`src/rtl/dist_pkg.sv`:
```
// dist_pkg: shared types and constants for the distortion control plane.
//   dist_ctrl_state_t : mode-change FSM states (IDLE, FADE_OUT, SWITCH, FADE_IN)
//   DEFAULT_STEP      : default threshold slew per sample tick
//   DEFAULT_FADE_SHIFT: default log2 of the fade length in ticks
//   gain_width()      : width needed to hold gain 0 .. 2^fade_shift
package dist_pkg;

    typedef enum logic [1:0] {
        ST_IDLE     = 2'd0,
        ST_FADE_OUT = 2'd1,
        ST_SWITCH   = 2'd2,
        ST_FADE_IN  = 2'd3
    } dist_ctrl_state_t;

    localparam int DEFAULT_STEP       = 64;
    localparam int DEFAULT_FADE_SHIFT = 6;

    // Full-scale gain is 2^fade_shift, which needs one bit more than fade_shift.
    function automatic int gain_width(input int fade_shift);
        return fade_shift + 1;
    endfunction

endpackage

```
`src/rtl/slew_limiter.sv`:
```
// slew_limiter: moves a registered value toward a target by at most STEP per
// enabled cycle, landing exactly on the target once within reach.
//   clk, rst : clock, synchronous active-high reset (value <- RESET_VAL)
//   en       : advance strobe; value holds when low
//   target   : signed destination, re-read every enabled cycle
//   value    : signed registered output
module slew_limiter #(
    parameter int                      WIDTH     = 16,
    parameter int                      STEP      = 64,
    parameter logic signed [WIDTH-1:0] RESET_VAL = '0
) (
    input  logic                    clk,
    input  logic                    rst,
    input  logic                    en,
    input  logic signed [WIDTH-1:0] target,
    output logic signed [WIDTH-1:0] value
);

    localparam int unsigned W1 = WIDTH + 1;
    localparam logic [WIDTH:0]   STEP_WIDE   = W1'(STEP);
    localparam logic [WIDTH-1:0] STEP_NARROW = WIDTH'(STEP);

    logic signed [WIDTH-1:0] value_q, value_d;
    logic signed [WIDTH:0]   diff;
    logic        [WIDTH:0]   mag;

    // One extra bit keeps target - value from wrapping for any pair of inputs.
    always_comb begin
        value_d = value_q;
        diff    = {target[WIDTH-1], target} - {value_q[WIDTH-1], value_q};
        mag     = diff[WIDTH] ? -diff : diff;
        if (en) begin
            if (mag <= STEP_WIDE) begin
                value_d = target;
            end else if (diff[WIDTH]) begin
                value_d = value_q - STEP_NARROW;
            end else begin
                value_d = value_q + STEP_NARROW;
            end
        end
    end

    always_ff @(posedge clk) begin
        if (rst) begin
            value_q <= RESET_VAL;
        end else begin
            value_q <= value_d;
        end
    end

    assign value = value_q;

endmodule

```
`src/rtl/distortion_ctrl.sv`:
```
// distortion_ctrl: control-plane sequencer for the distortion datapath.
// Slew-limits threshold changes and wraps mode changes in a fade-out /
// switch / fade-in gain envelope so that control changes do not click.
//   clk, rst      : clock, synchronous active-high reset
//   sample_tick   : one-cycle strobe per audio sample; all state advances only here
//   thresh_req    : requested threshold (signed, negatives clamp to 0)
//   softclip_req  : requested mode (1 = soft clip)
//   threshold_out : slewed threshold to the datapath
//   softclip_out  : mode to the datapath
//   gain_out      : envelope 0 .. 2^FADE_SHIFT for the downstream multiplier
//   busy          : a ramp or fade is in progress
// Optional build macro DIST_CTRL_BYPASS_EN adds bypass_req / bypass_out, which
// switch under the same fade as the mode.
module distortion_ctrl
    import dist_pkg::*;
#(
    parameter int                      WIDTH        = 16,
    parameter int                      STEP         = DEFAULT_STEP,
    parameter int                      FADE_SHIFT   = DEFAULT_FADE_SHIFT,
    parameter logic signed [WIDTH-1:0] RESET_THRESH = 16'sh4000
) (
    input  logic                           clk,
    input  logic                           rst,
    input  logic                           sample_tick,
    input  logic signed [WIDTH-1:0]        thresh_req,
    input  logic                           softclip_req,
    output logic signed [WIDTH-1:0]        threshold_out,
    output logic                           softclip_out,
    output logic [gain_width(FADE_SHIFT)-1:0] gain_out,
    output logic                           busy
`ifdef DIST_CTRL_BYPASS_EN
    ,
    input  logic                           bypass_req,
    output logic                           bypass_out
`endif
);

    localparam int GW = gain_width(FADE_SHIFT);
    localparam logic [GW-1:0] GAIN_FULL = {1'b1, {FADE_SHIFT{1'b0}}};
    localparam logic [GW-1:0] GAIN_ONE  = GW'(1);

    logic signed [WIDTH-1:0] tgt;
    dist_ctrl_state_t        state_q, state_d;
    logic [GW-1:0]           gain_q, gain_d;
    logic                    softclip_q, softclip_d;
    logic                    pend_soft_q, pend_soft_d;
    logic                    mismatch;

    // Negative requests are meaningless for a clip level, so they pin to zero.
    assign tgt = thresh_req[WIDTH-1] ? '0 : thresh_req;

    slew_limiter #(
        .WIDTH    (WIDTH),
        .STEP     (STEP),
        .RESET_VAL(RESET_THRESH)
    ) u_slew (
        .clk   (clk),
        .rst   (rst),
        .en    (sample_tick),
        .target(tgt),
        .value (threshold_out)
    );

`ifdef DIST_CTRL_BYPASS_EN
    logic bypass_q, bypass_d;
    logic pend_byp_q, pend_byp_d;
    assign mismatch = (softclip_req != softclip_q) || (bypass_req != bypass_q);
`else
    assign mismatch = (softclip_req != softclip_q);
`endif

    // Mode FSM. A fade that is abandoned in FADE_OUT turns around in place,
    // and FADE_IN refuses to climb past full scale in case it was entered at
    // full gain by an immediate abort.
    always_comb begin
        state_d     = state_q;
        gain_d      = gain_q;
        softclip_d  = softclip_q;
        pend_soft_d = pend_soft_q;
`ifdef DIST_CTRL_BYPASS_EN
        bypass_d    = bypass_q;
        pend_byp_d  = pend_byp_q;
`endif
        if (sample_tick) begin
            case (state_q)
                ST_IDLE: begin
                    if (mismatch) begin
                        pend_soft_d = softclip_req;
`ifdef DIST_CTRL_BYPASS_EN
                        pend_byp_d  = bypass_req;
`endif
                        state_d     = ST_FADE_OUT;
                    end
                end
                ST_FADE_OUT: begin
                    if (!mismatch) begin
                        state_d = ST_FADE_IN;
                    end else begin
                        gain_d = gain_q - GAIN_ONE;
                        if (gain_q == GAIN_ONE) begin
                            state_d = ST_SWITCH;
                        end
                    end
                end
                ST_SWITCH: begin
                    softclip_d = pend_soft_q;
`ifdef DIST_CTRL_BYPASS_EN
                    bypass_d   = pend_byp_q;
`endif
                    state_d    = ST_FADE_IN;
                end
                ST_FADE_IN: begin
                    if (gain_q >= GAIN_FULL) begin
                        state_d = ST_IDLE;
                    end else begin
                        gain_d = gain_q + GAIN_ONE;
                        if (gain_q == GAIN_FULL - GAIN_ONE) begin
                            state_d = ST_IDLE;
                        end
                    end
                end
                default: state_d = ST_IDLE;
            endcase
        end
    end

    always_ff @(posedge clk) begin
        if (rst) begin
            state_q     <= ST_IDLE;
            gain_q      <= GAIN_FULL;
            softclip_q  <= 1'b0;
            pend_soft_q <= 1'b0;
`ifdef DIST_CTRL_BYPASS_EN
            bypass_q    <= 1'b0;
            pend_byp_q  <= 1'b0;
`endif
        end else begin
            state_q     <= state_d;
            gain_q      <= gain_d;
            softclip_q  <= softclip_d;
            pend_soft_q <= pend_soft_d;
`ifdef DIST_CTRL_BYPASS_EN
            bypass_q    <= bypass_d;
            pend_byp_q  <= pend_byp_d;
`endif
        end
    end

    assign softclip_out = softclip_q;
    assign gain_out     = gain_q;
    assign busy         = (state_q != ST_IDLE) || (threshold_out != tgt);
`ifdef DIST_CTRL_BYPASS_EN
    assign bypass_out   = bypass_q;
`endif

endmodule

```
`config.mk`:
```
export PLATFORM = sky130hd
export DESIGN_NAME = distortion_ctrl
export DESIGN_NICKNAME = d
export VERILOG_FILES = /design/src/rtl/dist_pkg.sv /design/src/rtl/slew_limiter.sv /design/src/rtl/distortion_ctrl.sv
export SDC_FILE = /design/constraint.sdc
export NUM_CORES = 1
export LEC_CHECK = 0
export ABC_CLOCK_PERIOD_IN_PS = 7100
export BUFFER_PORTS_ARGS = -buffer_cell sky130_fd_sc_hd__buf_2
export CAP_MARGIN = 20
export CORE_MARGIN = 5
export CORE_UTILIZATION = 35
export CTS_CLUSTER_SIZE = 28
export DETAILED_ROUTE_END_ITERATION = 8
export HOLD_SLACK_MARGIN = 0.05
export PLACE_DENSITY = 0.52
export SYNTH_ARGS = -nofsm -noshare
export SYNTH_HDL_FRONTEND = slang
export SYNTH_SLANG_ARGS = --single-unit
```
`constraint.sdc`:
```
create_clock -name clk -period 7.1 [get_ports clk]
set_clock_uncertainty 0.05 [all_clocks]
set_input_delay 1.42 -clock clk [delete_from_list [all_inputs] [get_ports clk]]
set_output_delay 1.42 -clock clk [all_outputs]
set_load 0.02 [all_outputs]
```
======== After elaboration in Yosys (flattened, before gate mapping) ========
Index checks and enable logic that the tools add are counted.
storage, ports and cells
  output and inout bits ................... 25
  logic and storage cells ................. 46
  flip-flop bits (word level) ............. 27
operators by class
  add/sub/neg operators ................... 6
  mux-type cells .......................... 13
  equal/unequal tests ..................... 12
  magnitude comparators ................... 2
  reduce and logical (&&, ||, !) cells .... 8
operators by type and width
  kind                     number
  $mux W16                 2
  $le A17 B7 Y1 const B    1
  $mux W17                 1
  $neg A17 Y17             1
  $sub A16 B16 Y17         1
  $add A16 B7 Y16 const B  1
  $ne A16 B16 Y1           1
  $sub A16 B7 Y16 const B  1
  $mux W15                 1
  $mux W7                  2
  $pmux W7 S2              1
  $mux W2                  5
  $pmux W2 S4              1
  $reduce_and A4 Y1        2
  $add A7 B1 Y7 const B    1
  $eq A7 B1 Y1 const B     1
  $eq A7 B6 Y1 const B     1
  $ge A7 B7 Y1 const B     1
  $sub A7 B1 Y7 const B    1
  $ne A2 B2 Y1 const B     3
  $ne A3 B3 Y1 const B     2
  $eq A2 B2 Y1 const B     2
  $reduce_bool A2 Y1       2
  $reduce_and A3 Y1        1
  5 further kinds          5

======== Longest topological paths before layout ========
Gate-level depths: netlist of run 1.
  depth in word-level cells ............... 6
  mapped depth ............................ 21

======== Hierarchy ========
Synthesis of run 1 repeated with hierarchy kept, for this count alone.
second synthesis, totals
  cells, all modules ...................... 486
  area, all modules ....................... 3,742.3 sq um
by module, submodules not included
  module           cells an instance  times used  seq. area each (sq um)  area an instance (sq um)
  slew_limiter     334                1           320.3                   2,544.9
  distortion_ctrl  152                1           220.2                   1,197.4

======== Least setup slack after synthesis of run 1 ========
OpenSTA, ideal clock, no wires.
  path type ............................... input to register
  from .................................... input port thresh_req[15]
  to ...................................... register u_slew.value_q[15], in the netlist u_slew.value[15]
  setup slack ............................. 1.593 ns
  setup time .............................. 0.071 ns
  path buffers ............................ 2
  stages .................................. 21
  arrival ................................. 5.387 ns
  cells stage by stage .................... clkbuf_1 nand2b_1 ha_1 fa_1 and2b_2 o21ai_4 a311oi_1 o21bai_1 and3b_1 buf_2 ha_1 a21o_1 a21oi_1 o21bai_1 a21oi_1 o21ai_0 a21o_1 a21oi_1 xnor2_1 a311o_1 a21oi_1
between the ends
  word-level cells in the longest chain between the ends .. 6
ends and longest elaborated chain
  item                    RTL line               RTL
  start: declaration      distortion_ctrl.sv:25  input logic signed [WIDTH-1:0] thresh_req,
  $mux W15 (*)            distortion_ctrl.sv:50  assign tgt = thresh_req[WIDTH-1] ? '0 : thresh_req;
  $sub A16 B16 Y17 (*)    slew_limiter.sv:30     diff = {target[WIDTH-1], target} - {value_q[WIDTH-1], value_q};
  $neg A17 Y17            slew_limiter.sv:31     mag = diff[WIDTH] ? -diff : diff;
  $mux W17                slew_limiter.sv:31
  $le A17 B7 Y1           slew_limiter.sv:33     if (mag <= STEP_WIDE) begin
  $mux W16 (*)            slew_limiter.sv:33
  end signal: assignment  slew_limiter.sv:47     value_q <= value_d;
  end: declaration        slew_limiter.sv:23     logic signed [WIDTH-1:0] value_q, value_d;
Every way passes the cells marked *; elsewhere a longest branch is shown, timed or not.
A chain may end at the register's enable or synchronous reset.

======== Worst setup path in the final report of run 1 ========
Same ends and word-level chain as after synthesis.

==> Implementation_results.wiki, run 1 <==
{| class="wikitable"
! Metric !! Value
|-
| Outcome || finished clean
|-
| Register bit count reported by yosys || 27
|-
| Die width || around 110 um
|-
| Min Tclk post-route || 5790 ps
|-
| Worst Hold Margin || 430 ps
|-
| Grt total ovfl || 0
|-
| Initial core utilization || a little over a third
|-
| Launching point of the worst reg2reg path || u_slew.value[7]$_SDFFE_PP0P_
|-
| Max Transition Viols Final || 0
|-
| Number of synthesized flops with an enable pin || 0
|-
| Count of unique library cells instantiated by Yosys || 80
|-
| Routability congestion estimate || 0.852
|-
| Share of layout cells above drive strength 1 || 15.1%
|-
| Worst setup slack before clock tree synthesis || 1060 ps
|-
| Highest-count cells in the layout ignoring fill and taps || nand2_1, buf_2, a21oi_1, ha_1, inv_1
|-
| TritonCTS clock tree || done
|-
| Power density relative to cell area || ~360 nW/um^2
|-
| Number of global-route vias before repair || 3164
|-
| Area post-placement || 3760 sq um
|-
| Core area || 9730 sq um
|-
| Site Rows || 36
|-
| Final period utilization || just over 80%
|-
| Rel. slew slack || between 20% and 30%
|-
| Boundary pin count || 45
|-
| Source of the critical timing path || thresh_req[15]
|-
| Post-detailed-placement half-perimeter wirelength || 7550 um
|-
| Vias || 3365
|-
| Initial antenna violation count || 0
|-
| Pin count of the biggest net entering global routing || 22
|-
| Post-CTS setup-driven buffer insertion count || 0
|-
| Avg Synthesized Cell Area || 7.72 sq um
|-
| Hold buffer count at CTS || 0
|-
| Clk buf depth || 2
|-
| Setup-violating endpoint count in the final report || 0
|-
| Final worst setup slack || 1310 ps
|-
| Count of TritonRoute iterations in the first routing pass || 5
|-
| Total CTS buffers || 3
|-
| Final routed DRC violation total || 0
|-
| Clock latency at the later pin of the worst-skew pair || around 280 ps
|-
| Leakage Power || approximately 1.5 nW
|-
| Count of input and output buffers || 44
|-
| Number of instances in the synthesized netlist || 449
|-
| Drt first-iter violations || 155
|-
| Slew of the pin with the lowest slew margin || 1050 ps
|-
| Area leader, netlist || dfxtp_1
|-
| Peak ir drop on the vdd network || around 280 uV
|-
| Wirelength, routed || 9610 um
|-
| Worst Path Arrival || 5960 ps
|-
| Commonest register cell after synthesis || dfxtp_1
|-
| Number of antenna-violating nets in the routed design || 0
|-
| Max-cap violations || 0
|-
| Detailed-route wire length per cell || 15.7 um
|-
| Hold violation count in the final report || 0
|-
| Die Height || between 100 and 150 um
|-
| RSZ-0062 raised after global routing || no
|-
| Critical path required time || 7270 ps
|-
| Antenna Cells || 0
|-
| HP Start || pend_soft_q$_SDFFE_PP0P_
|-
| Buffer type at the clock tree root || clkbuf_8
|-
| Critical Path Start Type || primary input
|-
| Type of the worst setup path || in -> reg
|-
| Post-synthesis to final-layout area growth || 9.78%
|-
| Drt via density || between 5 and 6
|-
| Wire length of the first global-routing pass || 15600 um
|-
| Post-Synthesis Cell Area || 3470 sq um
|-
| Class of the tightest hold or removal check || reg -> reg
|-
| Post-route standard cell area excluding fillers || between 3000 and 4000 sq um
|-
| Share of flip-flops with an asynchronous set or reset after synthesis || 0%
|-
| Utilization after layout || 39.1%
|-
| Crit. End Element || register
|-
| Inst Count DP || between 600 and 700
|-
| Clock H-tree levels || 1
|-
| Overall power of the completed layout || 1.38 mW
|-
| Gr usage total || 16.2%
|-
| Total Neg Setup Slack || 0 ps
|-
| Synthesized Nets || 503
|-
| Yosys warning count || 0
|-
| Area of the die || 12000 sq um
|-
| Seq/Total Area, Yosys || between 15 and 20%
|-
| CTS resizes || 0
|-
| Clk sinks || 27
|-
| Main area contributors after synthesis || dfxtp_1, ha_1, a21oi_1
|-
| Clock transition at the register clock pins on the worst setup and hold paths after CTS || 100 ps
|-
| Final Instance Count excl. Fillers || slightly above 600
|-
| Fmax achieved || 173 MHz
|-
| Worst Path Max Fanout || 20
|-
| Total number of nets in the final design || 532
|-
| Fraction of post-synthesis cell area in the top cell type by area || 15.6%
|}
## routing by layer
layer  vias to the layer above  track usage, %  part of all wire (%)
li1                       1717               -                     -
met5                         -               0                     0
met2                        68            25.9                    45
met1                      1571            23.0                    49
met4                         0            4.19                   1.1
met3                         9            1.88                   4.3
## flip-flops by register name, summed over array words and instances, names as in the netlist
signal and count:
gain_out 7, pend_soft_q 1, softclip_out 1, state_q 2
u_slew.value 16
## worst max-delay path, stage by stage
cell and delay, ps:
buf_2 190, nand2b_1 190, ha_1 200, fa_1 410, and2b_2 290, o21ai_4 110
a311oi_1 370, o21bai_1 110, and3b_1 440, ha_1 410, a21o_1 180, a21oi_1 200
o21bai_1 90, a21oi_1 230, o21ai_0 190, a21o_1 220, a21oi_1 160, xnor2_1 80
a311o_1 320, a21oi_1 130
## where the power goes
part / total [mW] / leakage [nW] / internal, mW / switching, mW
registers: 0.215 / 0.221 / 0.180 / 0.0351
clock network: 0.0935 / 0.0228 / 0.0405 / 0.0531
logic: 1.07 / 1.29 / 0.417 / 0.655
total: 1.38 / 1.53 / 0.637 / 0.743
## cell type report
class                      count  area, sq um
clock buffer                   4         45.0
fill                        1063         5920
inverter                      29          109
multi-input combinational    373         2730
sequential                    27          541
tap                          133          166
timing repair buffer          44          220
## cell families after synthesis
kind of cell,after synthesis,share of synthesized area [%]
simple gates,162,26.0
compound gates,142,30.5
buf+inv,49,5.81
fa+ha+maj,34,12.7
flops,27,15.6
xor+xnor,26,6.78
mux,9,2.63
## final timing paths
path,cells past startpoint,to,slack [ps]
max,20,u_slew.value[15]$_SDFFE_PP0P_,1310
min,2,pend_soft_q$_SDFFE_PP0P_,430
max reg2reg,18,u_slew.value[15]$_SDFFE_PP0P_,2340
min reg2reg,2,pend_soft_q$_SDFFE_PP0P_,430
## synthesized netlist by cell type, types with 6 or more instances
cell type  count
a21o_1        11
a21oi_1       38
a31oi_1        8
and4_1         9
buf_2          8
clkbuf_1      10
dfxtp_1       27
ha_1          32
inv_1         29
mux2i_1        8
nand2_1       44
nand2b_1       9
nand3_1       12
nor2_1        28
nor2b_1       14
nor3_1        10
o21ai_0       12
o21bai_1       6
o31a_1         7
xnor2_1       18
xor2_1         7
(Power assumes the default switching activity.)
==> run 2, diff against run 1 <==
--- a/config.mk
+++ b/config.mk
@@ -5,7 +5,8 @@
 export SDC_FILE = /design/constraint.sdc
 export NUM_CORES = 1
 export LEC_CHECK = 0
-export ABC_CLOCK_PERIOD_IN_PS = 7100
+export ABC_AREA = 1
+export ABC_CLOCK_PERIOD_IN_PS = 5000
 export BUFFER_PORTS_ARGS = -buffer_cell sky130_fd_sc_hd__buf_2
 export CAP_MARGIN = 20
 export CORE_MARGIN = 5
@@ -13,7 +14,7 @@
 export CTS_CLUSTER_SIZE = 28
 export DETAILED_ROUTE_END_ITERATION = 8
 export HOLD_SLACK_MARGIN = 0.05
-export PLACE_DENSITY = 0.52
+export PLACE_DENSITY = 0.54
 export SYNTH_ARGS = -nofsm -noshare
 export SYNTH_HDL_FRONTEND = slang
 export SYNTH_SLANG_ARGS = --single-unit
==> constraint.sdc (replaced) <==
create_clock -name clk -period 5 [get_ports clk]
set_clock_uncertainty 0.05 [all_clocks]
set_input_delay 1 -clock clk [delete_from_list [all_inputs] [get_ports clk]]
set_output_delay 1 -clock clk [all_outputs]
set_load 0.02 [all_outputs]
==> run 2 against run 1 <==
Net effect: combinational power rose by 35%; synthesized cell count rose by 37%; cell area rose by 1.8%; power rose by 36%; via count rose by 13%; hold slack got worse by 15 ps; clock power rose by 44%; count of clock-buffer cells in the layout fell by 1; cell count rose by 30%; largest cell class unchanged; global-route usage rose by 0.64 points; largest power group unchanged; critical endpoint unchanged; sequential power rose by 43%; non-clock buffer count rose by 2.
==> Implementation_results.wiki, run 2 <==
{| class="wikitable"
! Metric !! Value
|-
| RSZ-0062 raised after global routing || no (unchanged)
|-
| TritonCTS clock tree || done (unchanged)
|-
| CTS resizes || 0 (unchanged)
|-
| Outcome || finished clean (unchanged)
|-
| Slew of the pin with the lowest slew margin || 532 ps (was 1050 ps)
|-
| Inst Count DP || 786 (was 606)
|-
| Final Instance Count excl. Fillers || 790 (was 610)
|-
| Utilization after layout || 39.8% (was 39.1%)
|-
| Initial core utilization || 35.7% (was 35.6%)
|-
| Wirelength, routed || 9690 um (was 9610 um)
|-
| Area post-placement || 3820 sq um (was 3760 sq um)
|-
| Max Transition Viols Final || 0 (unchanged)
|-
| Post-Synthesis Cell Area || 3470 sq um (about the same)
|-
| Dominant cell by count in the synthesized netlist || nand2_1 (unchanged)
|-
| Critical path required time || 5180 ps (was 7270 ps)
|-
| Vias || 3799 (was 3365)
|-
| Worst Path Arrival || 4690 ps (was 5960 ps)
|-
| Setup-violating endpoint count in the final report || 0 (unchanged)
|-
| Initial antenna violation count || 0 (unchanged)
|-
| Rel. slew slack || 64.5% (was 29.8%)
|-
| Crit. End Element || register (unchanged)
|-
| Grt total ovfl || 0 (unchanged)
|-
| Total CTS buffers || 3 (unchanged)
|-
| Count of unique library cells instantiated by Yosys || 35 (was 80)
|-
| Wire length of the first global-routing pass || 16400 um (was 15600 um)
|-
| Largest register FFs || 16 (unchanged)
|-
| Total number of nets in the final design || 712 (was 532)
|-
| Main area contributors after synthesis || nand2_1, dfxtp_1, inv_1 (was dfxtp_1, ha_1, a21oi_1)
|-
| Post-detailed-placement half-perimeter wirelength || 8190 um (was 7550 um)
|-
| Post-route standard cell area excluding fillers || 3870 sq um (was 3810 sq um)
|-
| Clk sinks || 27 (unchanged)
|-
| Routability congestion estimate || 0.917 (was 0.852)
|-
| Min Tclk post-route || around 4500 ps
|-
| Fmax achieved || 222 MHz
|-
| Avg Synthesized Cell Area || 5.64 sq um (was 7.72 sq um)
|-
| Post-CTS setup-driven buffer insertion count || 0 (unchanged)
|-
| Clk buf depth || 2 (unchanged)
|-
| Register bit count reported by yosys || 27 (unchanged)
|-
| Count of TritonRoute iterations in the first routing pass || 5 (unchanged)
|-
| Number of instances in the synthesized netlist || 616 (was 449)
|-
| Boundary pin count || 45 (unchanged)
|-
| Site Rows || 36 (unchanged)
|-
| Class of the tightest hold or removal check || reg -> reg (unchanged)
|-
| Clock H-tree levels || 1 (unchanged)
|-
| Total Neg Setup Slack || 0 ps (unchanged)
|-
| Synthesized Nets || 670 (was 503)
|-
| Area leader, netlist || nand2_1 (was dfxtp_1)
|-
| Pin count of the biggest net entering global routing || 20 (was 22)
|-
| Share of flip-flops with an asynchronous set or reset after synthesis || 0% (unchanged)
|-
| Detailed-route wire length per cell || 12.3 um (was 15.7 um)
|-
| Commonest register cell after synthesis || dfxtp_1 (unchanged)
|-
| Post-synthesis to final-layout area growth || 11.5% (was 9.78%)
|-
| Number of global-route vias before repair || 3526 (was 3164)
|-
| Number of synthesized flops with an enable pin || 0 (unchanged)
|-
| Die Height || 110 um (about the same)
|-
| Worst Hold Margin || 416 ps (was 430 ps)
|-
| Yosys warning count || 0 (unchanged)
|-
| Peak ir drop on the vdd network || 318 uV (was 278 uV)
|-
| Fraction of post-synthesis cell area in the top cell type by area || 18.2% (was 15.6%)
|-
| Drt first-iter violations || 185 (was 155)
|-
| Flop2flop setup slack || 1090 ps (was 2340 ps)
|-
| Count of input and output buffers || 44 (unchanged)
|-
| Power density relative to cell area || 485 nW/um^2 (was 363 nW/um^2)
|-
| Highest-count cells in the layout ignoring fill and taps || nand2_1, inv_1, nor2_1, nand3_1, buf_2 (was nand2_1, buf_2, a21oi_1, ha_1, inv_1)
|-
| Final period utilization || 90.2%
|-
| Leakage Power || 2.19 nW (was 1.53 nW)
|-
| Drt via density || 4.81 (was 5.52)
|-
| Share of layout cells above drive strength 1 || 11.9% (was 15.1%)
|-
| Final routed DRC violation total || 0 (unchanged)
|-
| Gr usage total || 16.8% (was 16.2%)
|-
| Clock latency at the later pin of the worst-skew pair || 280 ps (about the same)
|-
| Area of the die || 12000 sq um (about the same)
|-
| Buffer type at the clock tree root || clkbuf_8 (unchanged)
|-
| Type of the worst setup path || in -> reg (unchanged)
|-
| Seq/Total Area, Yosys || 15.6% (about the same)
|-
| Worst Path Max Fanout || 13 (was 20)
|-
| Top cell types by occurrence after synthesis || nand2_1, inv_1, nor2_1, nand3_1, a21oi_1 (was nand2_1, a21oi_1, ha_1, inv_1, nor2_1)
|-
| Antenna Cells || 0 (unchanged)
|-
| Clock transition at the register clock pins on the worst setup and hold paths after CTS || 100 ps (about the same)
|-
| Hold violation count in the final report || 0 (unchanged)
|-
| Number of antenna-violating nets in the routed design || 0 (unchanged)
|-
| Leading cell type in the layout, fill and taps excluded || nand2_1
|-
| Max-cap violations || 0 (unchanged)
|-
| Die width || 110 um (about the same)
|-
| Hold buffer count at CTS || 0 (unchanged)
|-
| Critical Path Start Type || primary input (unchanged)
|-
| Core area || 9730 sq um (unchanged)
|}
[run 2: cell types whose count changed after synthesis, sizes merged, moves of 14 or more]
| cell | change |
|---|---|
| nand2 | +137 |
| inv | +86 |
| nand3 | +51 |
| nor2 | +44 |
| o21ai | +18 |
| xnor2 | -16 |
| nor2b | -14 |
[run 2: final cells by class]
cell class / count / area, sq um
clock buffers: 3 / 41.3
clock inverters: 1 / 8.76
fillers: 1130 / 5860
inverters: 116 / 438
multi-input cells: 464 / 2440
flip-flops and latches: 27 / 541
well taps: 133 / 166
repair buffers: 46 / 235
[run 2: power breakdown]
part           leakage [nW]  internal (mW)  switching (mW)
logic                  1.94          0.520           0.916
clock network        0.0261         0.0587          0.0758
registers             0.221          0.259          0.0472
[run 2: final timing paths]
| path | endpoint | cells after the start | startpoint |
|---|---|---|---|
| worst max-delay path | u_slew.value[15]$_SDFFE_PP0P_ | 25 | thresh_req[15] |
| worst min-delay path | pend_soft_q$_SDFFE_PP0P_ | 2 | pend_soft_q$_SDFFE_PP0P_ |
| worst max register to register | u_slew.value[15]$_SDFFE_PP0P_ | 21 | u_slew.value[6]$_SDFFE_PP0P_ |
| worst min register to register | pend_soft_q$_SDFFE_PP0P_ | 2 | pend_soft_q$_SDFFE_PP0P_ |
[run 2: metrics by stage]
step                      worst slack (ps)  power [mW]
after CTS                              527        1.88
after global routing                  27.0        2.11
final                                  489        1.88
after detailed placement               229        1.74
after global placement                 358        1.71
after floorplan                        827        1.44
[run 2: logic make-up (layout without fill, tap and decap cells)]
group | Yosys count | after routing | synth area share (%)
AND/OR/NAND/NOR | 340 | 340 | 42.7
buffers and inverters | 125 | 166 | 14.1
AO/OA/AOI/OAI | 78 | 78 | 11.9
adder cells (fa/ha/maj) | 34 | 34 | 12.7
flip-flops | 27 | 27 | 15.6
XOR/XNOR | 12 | 12 | 3.03
[run 2: critical path, stage by stage]
cell	delay [ps]
buf_2	250
inv_1	130
nand2_1	110
ha_1	180
fa_1	200
inv_1	80
nand2_2	100
nand2_2	100
nand3_1	110
nand2_1	80
nand2_1	80
nand2_1	90
nor2_2	430
ha_1	390
a21oi_1	200
o21ai_0	90
nor2_1	150
o21ai_0	100
a21oi_1	190
o21ai_0	100
a21oi_1	160
a21oi_1	80
o21ai_0	80
o211ai_1	100
nor2_1	100
[run 2: metal layers]
layer / part of all wire, % / global-route usage [%]
met4: 1.0 / 3.74
met1: 49 / 23.0
met3: 3.1 / 1.41
met2: 47 / 28.8
met5: 0 / 0
